==> config.mk <==
export PLATFORM = sky130hd
export DESIGN_NAME = ps2_keymatrix_flat
export DESIGN_NICKNAME = d
export VERILOG_FILES = /design/src/rtl/ps2_keymatrix_pkg.sv /design/src/rtl/ps2_keymatrix_if.sv /design/src/rtl/ps2_keymap.sv /design/src/rtl/ps2_keymatrix.sv /design/src/flat_wrapper.sv
export SDC_FILE = /design/constraint.sdc
export NUM_CORES = 1
export LEC_CHECK = 0
export BUFFER_PORTS_ARGS = -buffer_cell sky130_fd_sc_hd__buf_4
export CORE_MARGIN = 4
export CORE_UTILIZATION = 58
export CTS_CLUSTER_SIZE = 20
export DETAILED_ROUTE_END_ITERATION = 8
export PLACE_DENSITY = 0.79
export SYNTH_ARGS = -nofsm -noshare
export SYNTH_HDL_FRONTEND = slang
export SYNTH_SLANG_ARGS = --single-unit
==> constraint.sdc <==
create_clock -name clk -period 4.54 [get_ports clk]
set_clock_uncertainty 0.15 [all_clocks]
set_input_delay 0.454 -clock clk [delete_from_list [all_inputs] [get_ports clk]]
set_output_delay 0.454 -clock clk [all_outputs]
set_load 0.1 [all_outputs]
==> src/rtl/ps2_keymatrix_pkg.sv <==
// Shared types and constants for the PS/2 to Plus/4 keyboard matrix decoder.
// Latency: n/a (declarations only).
// Backpressure: n/a.
package ps2_keymatrix_pkg;

   // Decoder sequence state
   typedef enum logic [2:0] {
      ST_IDLE,
      ST_EXT,
      ST_BRK,
      ST_EXTBRK,
      ST_SKIP
   } state_t;

   // Set-2 prefix bytes
   localparam logic [7:0] SC_E0 = 8'hE0;
   localparam logic [7:0] SC_E1 = 8'hE1;
   localparam logic [7:0] SC_F0 = 8'hF0;
   localparam logic [7:0] SC_AA = 8'hAA;

   // Matrix coordinate; {row, col} doubles as the key_down bit index row*8+col
   typedef struct packed {
      logic [2:0] row;
      logic [2:0] col;
   } coord_t;

   // Keymap lookup result
   typedef struct packed {
      logic   valid;
      coord_t pos;
   } keymap_t;

   localparam coord_t KEY_RETURN  = '{row: 3'd0, col: 3'd1};
   localparam coord_t KEY_A       = '{row: 3'd1, col: 3'd2};
   localparam coord_t KEY_LSHIFT  = '{row: 3'd1, col: 3'd7};
   localparam coord_t KEY_SPACE   = '{row: 3'd7, col: 3'd4};
   localparam coord_t KEY_RUNSTOP = '{row: 3'd7, col: 3'd7};

   // Keyboard acks/errors/overruns that carry no key information
   function automatic logic is_ignored(input logic [7:0] code);
      return (code == 8'hFA) || (code == 8'hFE) || (code == 8'h00) || (code == 8'hFF);
   endfunction

   // Prefix bytes that must never be treated as a key code
   function automatic logic is_prefix(input logic [7:0] code);
      return (code == SC_E0) || (code == SC_E1) || (code == SC_F0);
   endfunction

endpackage

==> src/rtl/ps2_keymatrix_if.sv <==
// Byte-in / matrix-out bundle between PS/2 receiver, keyboard latch and TED.
// Latency: n/a (wiring only).
// Backpressure: none; rx_done is a one-cycle strobe that is always accepted.
interface ps2_keymatrix_if;
   logic       rx_done;
   logic [7:0] scancode;
   logic [7:0] row_sel_n;
   logic [7:0] col_n;
   logic       reset_req;

   modport master (output rx_done, scancode, row_sel_n, input col_n, reset_req);
   modport slave  (input rx_done, scancode, row_sel_n, output col_n, reset_req);
endinterface

==> src/rtl/ps2_keymap.sv <==
// Combinational ROM mapping {ext, set-2 code} to a Plus/4 matrix coordinate.
// Latency: 0 cycles (pure logic).
// Backpressure: none.
module ps2_keymap
   import ps2_keymatrix_pkg::*;
(
   input  logic       ext,
   input  logic [7:0] code,
   output keymap_t    map
);

   function automatic keymap_t mk(input logic [5:0] rc);
      return {1'b1, rc};
   endfunction

   // Table lookup; coordinates written as octal {row, col}
   always_comb begin
      map = '0;
      case ({ext, code})
         // row 0: DEL RETURN pound HELP F1 F2 F3 @
         9'h066: map = mk(6'o00);  9'h05A: map = mk(6'o01);  9'h05D: map = mk(6'o02);
         9'h00C: map = mk(6'o03);  9'h005: map = mk(6'o04);  9'h006: map = mk(6'o05);
         9'h004: map = mk(6'o06);  9'h054: map = mk(6'o07);
         // row 1: 3 W A 4 Z S E SHIFT (both PC shifts)
         9'h026: map = mk(6'o10);  9'h01D: map = mk(6'o11);  9'h01C: map = mk(6'o12);
         9'h025: map = mk(6'o13);  9'h01A: map = mk(6'o14);  9'h01B: map = mk(6'o15);
         9'h024: map = mk(6'o16);  9'h012: map = mk(6'o17);  9'h059: map = mk(6'o17);
         // row 2: 5 R D 6 C F T X
         9'h02E: map = mk(6'o20);  9'h02D: map = mk(6'o21);  9'h023: map = mk(6'o22);
         9'h036: map = mk(6'o23);  9'h021: map = mk(6'o24);  9'h02B: map = mk(6'o25);
         9'h02C: map = mk(6'o26);  9'h022: map = mk(6'o27);
         // row 3: 7 Y G 8 B H U V
         9'h03D: map = mk(6'o30);  9'h035: map = mk(6'o31);  9'h034: map = mk(6'o32);
         9'h03E: map = mk(6'o33);  9'h032: map = mk(6'o34);  9'h033: map = mk(6'o35);
         9'h03C: map = mk(6'o36);  9'h02A: map = mk(6'o37);
         // row 4: 9 I J 0 M K O N
         9'h046: map = mk(6'o40);  9'h043: map = mk(6'o41);  9'h03B: map = mk(6'o42);
         9'h045: map = mk(6'o43);  9'h03A: map = mk(6'o44);  9'h042: map = mk(6'o45);
         9'h044: map = mk(6'o46);  9'h031: map = mk(6'o47);
         // row 5: DOWN P L UP . : - ,
         9'h04D: map = mk(6'o51);  9'h04B: map = mk(6'o52);  9'h049: map = mk(6'o54);
         9'h052: map = mk(6'o55);  9'h04E: map = mk(6'o56);  9'h041: map = mk(6'o57);
         // row 6: LEFT * ; RIGHT ESC = + /
         9'h05B: map = mk(6'o61);  9'h04C: map = mk(6'o62);  9'h076: map = mk(6'o64);
         9'h055: map = mk(6'o65);  9'h00E: map = mk(6'o66);  9'h04A: map = mk(6'o67);
         // row 7: 1 CLR/HOME CTRL 2 SPACE C= Q RUN/STOP
         9'h016: map = mk(6'o70);  9'h014: map = mk(6'o72);  9'h01E: map = mk(6'o73);
         9'h029: map = mk(6'o74);  9'h011: map = mk(6'o75);  9'h015: map = mk(6'o76);
         9'h00D: map = mk(6'o77);
         // extended keys
         9'h171: map = mk(6'o00);  9'h15A: map = mk(6'o01);  9'h172: map = mk(6'o50);
         9'h175: map = mk(6'o53);  9'h16B: map = mk(6'o60);  9'h174: map = mk(6'o63);
         9'h14A: map = mk(6'o67);  9'h16C: map = mk(6'o71);  9'h114: map = mk(6'o72);
         9'h111: map = mk(6'o75);
         // fake shifts wrapped around navigation keys must not touch SHIFT
         9'h112, 9'h159: map = '0;
         default: map = '0;
      endcase
   end

endmodule

==> src/rtl/ps2_keymatrix.sv <==
// Decodes PS/2 set-2 make/break/extended bytes into a 64-key Plus/4 matrix for TED.
// Latency: key_down updates 1 cycle after rx_done; col_n 1 cycle after key_down/row_sel_n.
// Backpressure: none; every rx_done byte is consumed. Optional PS2KEYMATRIX_RESETKEY_EN adds Ctrl+Alt+Del reset_req.
module ps2_keymatrix
   import ps2_keymatrix_pkg::*;
#(
   parameter int PAUSE_SKIP = 7
)(
   input  logic             clk,
   input  logic             reset,
   ps2_keymatrix_if.slave   bus
);

   localparam int SKW = $clog2(PAUSE_SKIP + 1);

   state_t           state, state_nxt;
   logic [SKW-1:0]   skip_cnt;
   logic [63:0]      key_down;
   logic [7:0]       col_q;
   logic [7:0]       col_hit;
   logic             ext, do_make, do_break, clr_all, skip_load, skip_dec;
   keymap_t          lookup;

   ps2_keymap u_keymap (
      .ext  (ext),
      .code (bus.scancode),
      .map  (lookup)
   );

   // State register
   always_ff @(posedge clk) begin
      if (reset) state <= ST_IDLE;
      else       state <= state_nxt;
   end

   // Next-state decode, advancing only on a received byte
   always_comb begin
      state_nxt = state;
      if (bus.rx_done) begin
         case (state)
            ST_IDLE: begin
               if      (bus.scancode == SC_E0) state_nxt = ST_EXT;
               else if (bus.scancode == SC_F0) state_nxt = ST_BRK;
               else if (bus.scancode == SC_E1) state_nxt = ST_SKIP;
            end
            ST_EXT:  state_nxt = (bus.scancode == SC_F0) ? ST_EXTBRK : ST_IDLE;
            ST_SKIP: if (skip_cnt <= SKW'(1)) state_nxt = ST_IDLE;
            default: state_nxt = ST_IDLE;
         endcase
      end
   end

   // Per-byte actions derived from state and the incoming byte
   always_comb begin
      ext       = 1'b0;
      do_make   = 1'b0;
      do_break  = 1'b0;
      clr_all   = 1'b0;
      skip_load = 1'b0;
      skip_dec  = 1'b0;
      case (state)
         ST_IDLE: if (bus.rx_done) begin
            if      (bus.scancode == SC_E1) skip_load = 1'b1;
            else if (bus.scancode == SC_AA) clr_all   = 1'b1;
            else if (!is_prefix(bus.scancode) && !is_ignored(bus.scancode)) do_make = 1'b1;
         end
         ST_EXT: begin
            ext     = 1'b1;
            do_make = bus.rx_done && !is_prefix(bus.scancode);
         end
         ST_BRK:    do_break = bus.rx_done && !is_prefix(bus.scancode);
         ST_EXTBRK: begin
            ext      = 1'b1;
            do_break = bus.rx_done;
         end
         ST_SKIP:   skip_dec = bus.rx_done;
         default: ;
      endcase
   end

   // Pause-sequence byte counter
   always_ff @(posedge clk) begin
      if (reset)          skip_cnt <= '0;
      else if (skip_load) skip_cnt <= SKW'(PAUSE_SKIP);
      else if (skip_dec)  skip_cnt <= skip_cnt - SKW'(1);
   end

   // Matrix state: make sets, any break clears, AA wipes everything
   always_ff @(posedge clk) begin
      if (reset || clr_all)               key_down <= '0;
      else if (do_make && lookup.valid)   key_down[lookup.pos] <= 1'b1;
      else if (do_break && lookup.valid)  key_down[lookup.pos] <= 1'b0;
   end

   // OR together the key rows selected by the active-low latch value
   always_comb begin
      col_hit = '0;
      for (int r = 0; r < 8; r++)
         if (!bus.row_sel_n[r]) col_hit = col_hit | key_down[r*8 +: 8];
   end

   // Registered active-low column data for TED
   always_ff @(posedge clk) begin
      if (reset) col_q <= 8'hFF;
      else       col_q <= ~col_hit;
   end

   assign bus.col_n = col_q;

`ifdef PS2KEYMATRIX_RESETKEY_EN
   logic ctrl_held, alt_held, del_held, reset_req_q;

   // Ctrl/Alt/Delete tracking, independent of the matrix map
   always_ff @(posedge clk) begin
      if (reset || clr_all) begin
         ctrl_held <= 1'b0;
         alt_held  <= 1'b0;
         del_held  <= 1'b0;
      end else if (do_make || do_break) begin
         if (bus.scancode == 8'h14)        ctrl_held <= do_make;
         if (bus.scancode == 8'h11)        alt_held  <= do_make;
         if (ext && bus.scancode == 8'h71) del_held  <= do_make;
      end
   end

   // Request asserted the cycle after all three are held
   always_ff @(posedge clk) begin
      if (reset) reset_req_q <= 1'b0;
      else       reset_req_q <= ctrl_held && alt_held && del_held;
   end

   assign bus.reset_req = reset_req_q;
`else
   assign bus.reset_req = 1'b0;
`endif

endmodule
==> src/flat_wrapper.sv <==
// flat-port wrapper written by rule: the top's interface ports become plain ports
module ps2_keymatrix_flat import ps2_keymatrix_pkg::*;
#(
   parameter int PAUSE_SKIP = 7
)
  (clk, reset, bus_rx_done, bus_scancode, bus_row_sel_n, bus_col_n, bus_reset_req);
  ps2_keymatrix_if bus_i ();
  input  logic clk;
  input  logic reset;
  input wire logic [$bits(bus_i.rx_done)-1:0] bus_rx_done;
  input wire logic [$bits(bus_i.scancode)-1:0] bus_scancode;
  input wire logic [$bits(bus_i.row_sel_n)-1:0] bus_row_sel_n;
  output wire logic [$bits(bus_i.col_n)-1:0] bus_col_n;
  output wire logic [$bits(bus_i.reset_req)-1:0] bus_reset_req;
  assign bus_i.rx_done = bus_rx_done;
  assign bus_i.scancode = bus_scancode;
  assign bus_i.row_sel_n = bus_row_sel_n;
  assign bus_col_n = bus_i.col_n;
  assign bus_reset_req = bus_i.reset_req;
  ps2_keymatrix #(.PAUSE_SKIP(PAUSE_SKIP)) u_core (.clk(clk), .reset(reset), .bus(bus_i));
endmodule
==> results.txt, run 1 <==
Ports - 28
router iterations before antenna repair - 6
area of the multi-input gates - 0.00312 sq mm
WL final - 16200 microns
clock root buffer - clkbuf_8
CTS buffer count - 9
worst ir drop on vdd - 0.220 mV
Final GP Congestion - 1.04
CTS clock-pin slew for the worst setup and hold paths - 80 ps
post-layout power - 1.43 mW
post-layout minimum cycle time - 3920 ps
TNS Setup - 0 ps
Gate Count Post-Synth - 682
CP max-delay cell - nor4b_2
Max Slew Vio Count - 0
pwr dens - 257 mW/mm^2
fin crit share - 86.3%
Synth Net Count - 703
gr usage total - 30.7%
largest net degree at the start of global routing - 42
Setup Buffers After CTS - 0
vias per cell - 6.67
Leak - 1.95 nW
critical-path cell list - buf_4 -> nor2b_1 -> nand2_1 -> nor4b_2 -> nor4_1 -> o2111ai_1 -> nor4b_4 -> a21oi_2 -> a211oi_2
vias in the first global route - 4760
Core Area - 0.00876 sq mm
area of the mapped netlist - 0.00527 sq mm
max-capacitance violation count - 0
dpl hpwl - 11400 microns
DRC - 0
clock latency on the worst-skew pair - 350 ps
Die H - 103 microns
crit start category - primary input
Tightest Hold Check Type - primary input to flip-flop
initial antenna violation count - 0
Die Area - 0.0107 sq mm
sequential element share of the synthesized area - 29.6%
CTS tree - yes
status - finished clean
nets@finish - 690
DP Worst Slack - 365 ps
Setup Crit Path Kind - primary input to flip-flop
layout cell share with drive strength beyond 1 - 11.7%
Post-synth EDFFs - 0
Fin. Hold Viols - 0
Worst EP required - 4660 ps
Starting Density - 60.1%
Die W - 103 microns
Avg Inst Size Synth - 7.72 sq um
Vias - 5214
Buffers on Ports - 26
Reg area - 0.00156 sq mm
initial DRC count - 677
Yosys cell types - 82
worst hold slack - 215 ps
Synth Register Bits - 78
CTS HTree Levels - 3
Worst path max stage delay - 750 ps
arrival time worst endpoint - 4040 ps
ANT nets after route - 0
area delta synth->final - 5.61%
Clock Sinks - 78
first-pass GRT wire length - 25500 microns
YS warnings - 0
unrepaired setup endpoints after global routing - false
post-cts gate resize count - 0
CTS Hold Bufs - 0
GRT Residual Overflow - 0
delay-heaviest family, CP - simple AND/OR/NAND/NOR gates
Clock Path Buffers - 2
Rel. slew slack - 21.3%
measured slew at the worst slew-check pin - 1170 ps
Inserted Diodes - 0
fmax - 255 MHz
WP buf/inv - 1
FP Rows - 34
crit end category - flip-flop
Filler cells - 756
Worst Setup Slack, final - 624 ps
CP max FO - 25
top_reg_cell synth - dfxtp_1
Final setup viols - 0
Post-synth ARST share - 0%
DR WL/cell - 20.8 microns
power by group:
group	switching, mW	internal (mW)
clock network	0.275	0.257
registers	0.000978	0.685
logic	0.153	0.0573
total	0.429	0.999
synthesized netlist by cell type, types with 11 or more instances:
master / instances / area [sq um]
a211oi_1: 22 / 165
a21oi_1: 37 / 185
buf_2: 21 / 105
clkbuf_1: 19 / 71.3
dfxtp_1: 78 / 1560
inv_1: 73 / 274
mux2i_1: 41 / 410
nand2_1: 78 / 293
nand3_1: 21 / 105
nand4_1: 12 / 75.1
nor2_1: 26 / 97.6
nor2b_1: 16 / 100
nor3_1: 16 / 80.1
nor4_1: 11 / 68.8
o22ai_1: 37 / 231
o41ai_1: 12 / 105
cells in the final DEF, fill, tap and decap left out, types with 21 or more instances in the layout:
cell type / netlist / final
dfxtp_1: 78 / 78
inv_1: 73 / 73
a21oi_1: 37 / 37
nand3_1: 21 / 21
o22ai_1: 37 / 37
buf_4: 9 / 36
a211oi_1: 22 / 22
mux2i_1: 41 / 41
nor2_1: 26 / 26
nand2_1: 78 / 78
layer usage:
metal	global-route usage (%)	routed length (microns)	vias up
met5	0	0	-
met4	10.2	428	0
met3	6.71	1490	44
met2	46.5	7320	312
met1	43.4	6990	2415
li1	-	-	2443
kinds of logic after synthesis:
| family | count (synthesis) | share of synthesized area (%) |
|---|---|---|
| adder cells (fa/ha/maj) | 4 | 0.855 |
| buffers and inverters | 134 | 11.6 |
| AND/OR/NAND/NOR | 241 | 25.2 |
| AO/OA/AOI/OAI | 179 | 24.2 |
| flip-flops | 78 | 29.6 |
| multiplexers | 41 | 7.79 |
| XOR/XNOR | 4 | 0.665 |
| other | 1 | 0.0712 |
area by class of cell:
cell class	count	area share, %
inverter	74	4.99
tap	108	2.43
timing repair buffer	36	4.86
clock inverter	6	1.21
clock buffer	10	2.29
sequential	78	28.1
multi-input combinational	470	56.1
path summary, 6_finish.rpt:
check / start / to / slack [ps] / cells after the start
worst max register to register: u_core.state[0]$_SDFFE_PP0P_ / flip-flop / 740 / 9
worst max-delay path: bus_scancode[1] / flip-flop / 620 / 9
worst min register to register: flip-flop / flip-flop / 310 / 2
worst min-delay path: reset / u_core.skip_cnt[1]$_SDFFE_PP0P_ / 210 / 2
metrics by stage:
stage / utilization, % / cell area (sq um) / cells
3_5_place_dp: 61.3 / 5370 / 766
6_report: 63.5 / 5560 / 782
3_3_place_gp: 61.3 / 5370 / 766
5_1_grt: 63.5 / 5560 / 782
4_1_cts: 63.5 / 5560 / 782
2_1_floorplan: - / 5270 / 682
Note: power is estimated with default switching activity, not from simulation.
==> run 2: changes to the inputs <==
Settings changed: PLACE_DENSITY 0.79 to 0.76.
==> run 2 against run 1 <==
Net effect: cell count unchanged; critical path depth unchanged; highest routed layer unchanged; fmax down 0.90%; first-iteration DRC count down 28%; via count up 1.3%.
==> results.txt, run 2 (synthesized netlist as in run 1, its figures left out) <==
GRT Residual Overflow - 0 (unchanged)
Setup Buffers After CTS - 0 (unchanged)
Max Slew Vio Count - 0 (unchanged)
Setup Crit Path Kind - primary input to flip-flop
clock latency on the worst-skew pair - 360 ps (about the same)
Die Area - 0.0107 sq mm (unchanged)
first-pass GRT wire length - 26100 microns (+2.3%)
Clock Path Buffers - 2 (unchanged)
CP max FO - 25 (unchanged)
Worst setup startpoint - bus_scancode[1]
CTS tree - yes
measured slew at the worst slew-check pin - 1200 ps (+32.7 ps)
Rel. slew slack - 19.1% (-2.2 points)
delay-heaviest family, CP - simple AND/OR/NAND/NOR gates
CTS HTree Levels - 3 (unchanged)
Die H - 103 microns (unchanged)
Starting Density - 60.1% (unchanged)
arrival time worst endpoint - 4090 ps (+50 ps)
area delta synth->final - 5.13%
fin util - 63.2% (-0.29 points)
max-capacitance violation count - 0 (unchanged)
CTS clock-pin slew for the worst setup and hold paths - 90 ps (about the same)
clock root buffer - clkbuf_8
Final setup viols - 0 (unchanged)
Reg2Reg Depth - 8 (-1)
fmax - 253 MHz (-0.90%)
Die W - 103 microns (unchanged)
pwr dens - 252 mW/mm^2 (-1.8%)
Core Area - 0.00876 sq mm (unchanged)
DRC - 0 (unchanged)
Inserted Diodes - 0 (unchanged)
critical-path cell list - buf_4 -> nor2b_1 -> nand2_1 -> nor4b_2 -> a311o_1 -> nand4b_1 -> o211ai_2 -> nor3_1 -> mux2i_1
Critical Path Stages - 9 (unchanged)
initial DRC count - 488 (-28%)
status - finished clean
Final GP Congestion - 1.03 (-1.7%)
ANT nets after route - 0 (unchanged)
TNS Setup - 0 ps (unchanged)
crit end category - flip-flop
Buffers on Ports - 26 (unchanged)
R2R Path Start - u_core.state[2]$_SDFFE_PP0P_
CTS buffer count - 9 (unchanged)
gr usage total - 31.5% (+0.80 points)
dpl hpwl - 11800 microns (+2.9%)
Leak - 1.94 nW (-0.35%)
vias in the first global route - 4878 (+2.5%)
largest net degree at the start of global routing - 42 (unchanged)
layout cell share with drive strength beyond 1 - 11.9% (+0.15 points)
unrepaired setup endpoints after global routing - false
crit start category - primary input
Tightest Hold Check Type - primary input to flip-flop
commonest non-fill, non-tap cells in the layout - 78 x nand2_1, 78 x dfxtp_1, 73 x inv_1
WL final - 16700 microns (+2.9%)
Clock Sinks - 78 (unchanged)
CTS Hold Bufs - 0 (unchanged)
router iterations before antenna repair - 5 (-1)
Worst EP required - 4680 ps (+20 ps)
vias per cell - 6.75 (+1.3%)
Fin. Hold Viols - 0 (unchanged)
initial antenna violation count - 0 (unchanged)
Vias - 5281 (+1.3%)
CP max-delay cell - nor2b_1
fin crit share - 87.1% (+0.79 points)
post-layout minimum cycle time - 3950 ps (+35.7 ps)
WP buf/inv - 1 (unchanged)
FP Rows - 34 (unchanged)
nets@finish - 690 (unchanged)
Worst path max stage delay - 680 ps (-70 ps)
worst ir drop on vdd - 0.224 mV (+1.6%)
flop2flop setup slack - 630 ps (-110 ps)
post-cts gate resize count - 0 (unchanged)
Ports - 28 (unchanged)
DR WL/cell - 21.4 microns (+2.9%)
==> run 2: cell count changes in the layout (fill, tap and decap cells not counted) <==
cell       previous run  this run
inv_8                 0         1
a41oi_4               1         0
clkinv_4              0         1
bufinv_16             1         0
a41oi_2               0         1
clkbuf_1              1         0
==> run 2: final cells by class <==
class,instances,area [sq um]
fill,777,3230
clock buffer,9,124
tap,108,135
multi-input combinational,470,3110
timing repair buffer,36,270
clock inverter,7,57.6
inverter,74,278
sequential,78,1560
==> run 2: worst min path at each step <==
stage / startpoint / slack [ps] / depth (start not counted) / endpoint
after global routing: reset / 180 / 2 / u_core.skip_cnt[1]$_SDFFE_PP0P_
after global placement: flip-flop / 290 / 2 / flip-flop
after CTS: reset / 180 / 2 / u_core.skip_cnt[1]$_SDFFE_PP0P_
after floorplan: flip-flop / 280 / 2 / flip-flop
after detailed placement: flip-flop / 300 / 2 / flip-flop
final: reset / 170 / 2 / u_core.skip_cnt[1]$_SDFFE_PP0P_
==> run 2: layer usage <==
metal	share of wire [%]	up-vias	GRT usage (%)
met2	46	325	50.1
met4	3.9	0	12.4
met3	9.2	65	4.69
met1	41	2453	43.2
li1	-	2438	-
met5	0	-	0
==> run 2: where the power goes <==
group	internal, mW	leakage (nW)	switching (mW)
Clock	0.206	0.0881	0.291
Combinational	0.0580	1.23	0.155
Sequential	0.685	0.628	0.000938
Total	0.949	1.94	0.447
==> run 2: through the flow <==
stage / cell area (sq um) / hold slack, ps / cells / worst slack [ps] / power (mW)
after global routing: 5540 / 176 / 782 / 392 / 1.43
after detailed placement: 5360 / 301 / 766 / 365 / 0.906
after CTS: 5540 / 177 / 782 / 712 / 1.39
final: 5540 / 172 / 782 / 588 / 1.40
after global placement: 5360 / 294 / 766 / 358 / 0.906
after floorplan: 5270 / 285 / 682 / 1600 / 0.854
==> run 2: worst reg2reg max path: stages (launching register included) <==
cell and delay (ps):
dfxtp_1 470, nand2b_4 410, nand3_1 200, nor4_1 830, nor4_1 230, o2111ai_1 380, nor4b_4 750, nand2_1 160
mux2i_1 160
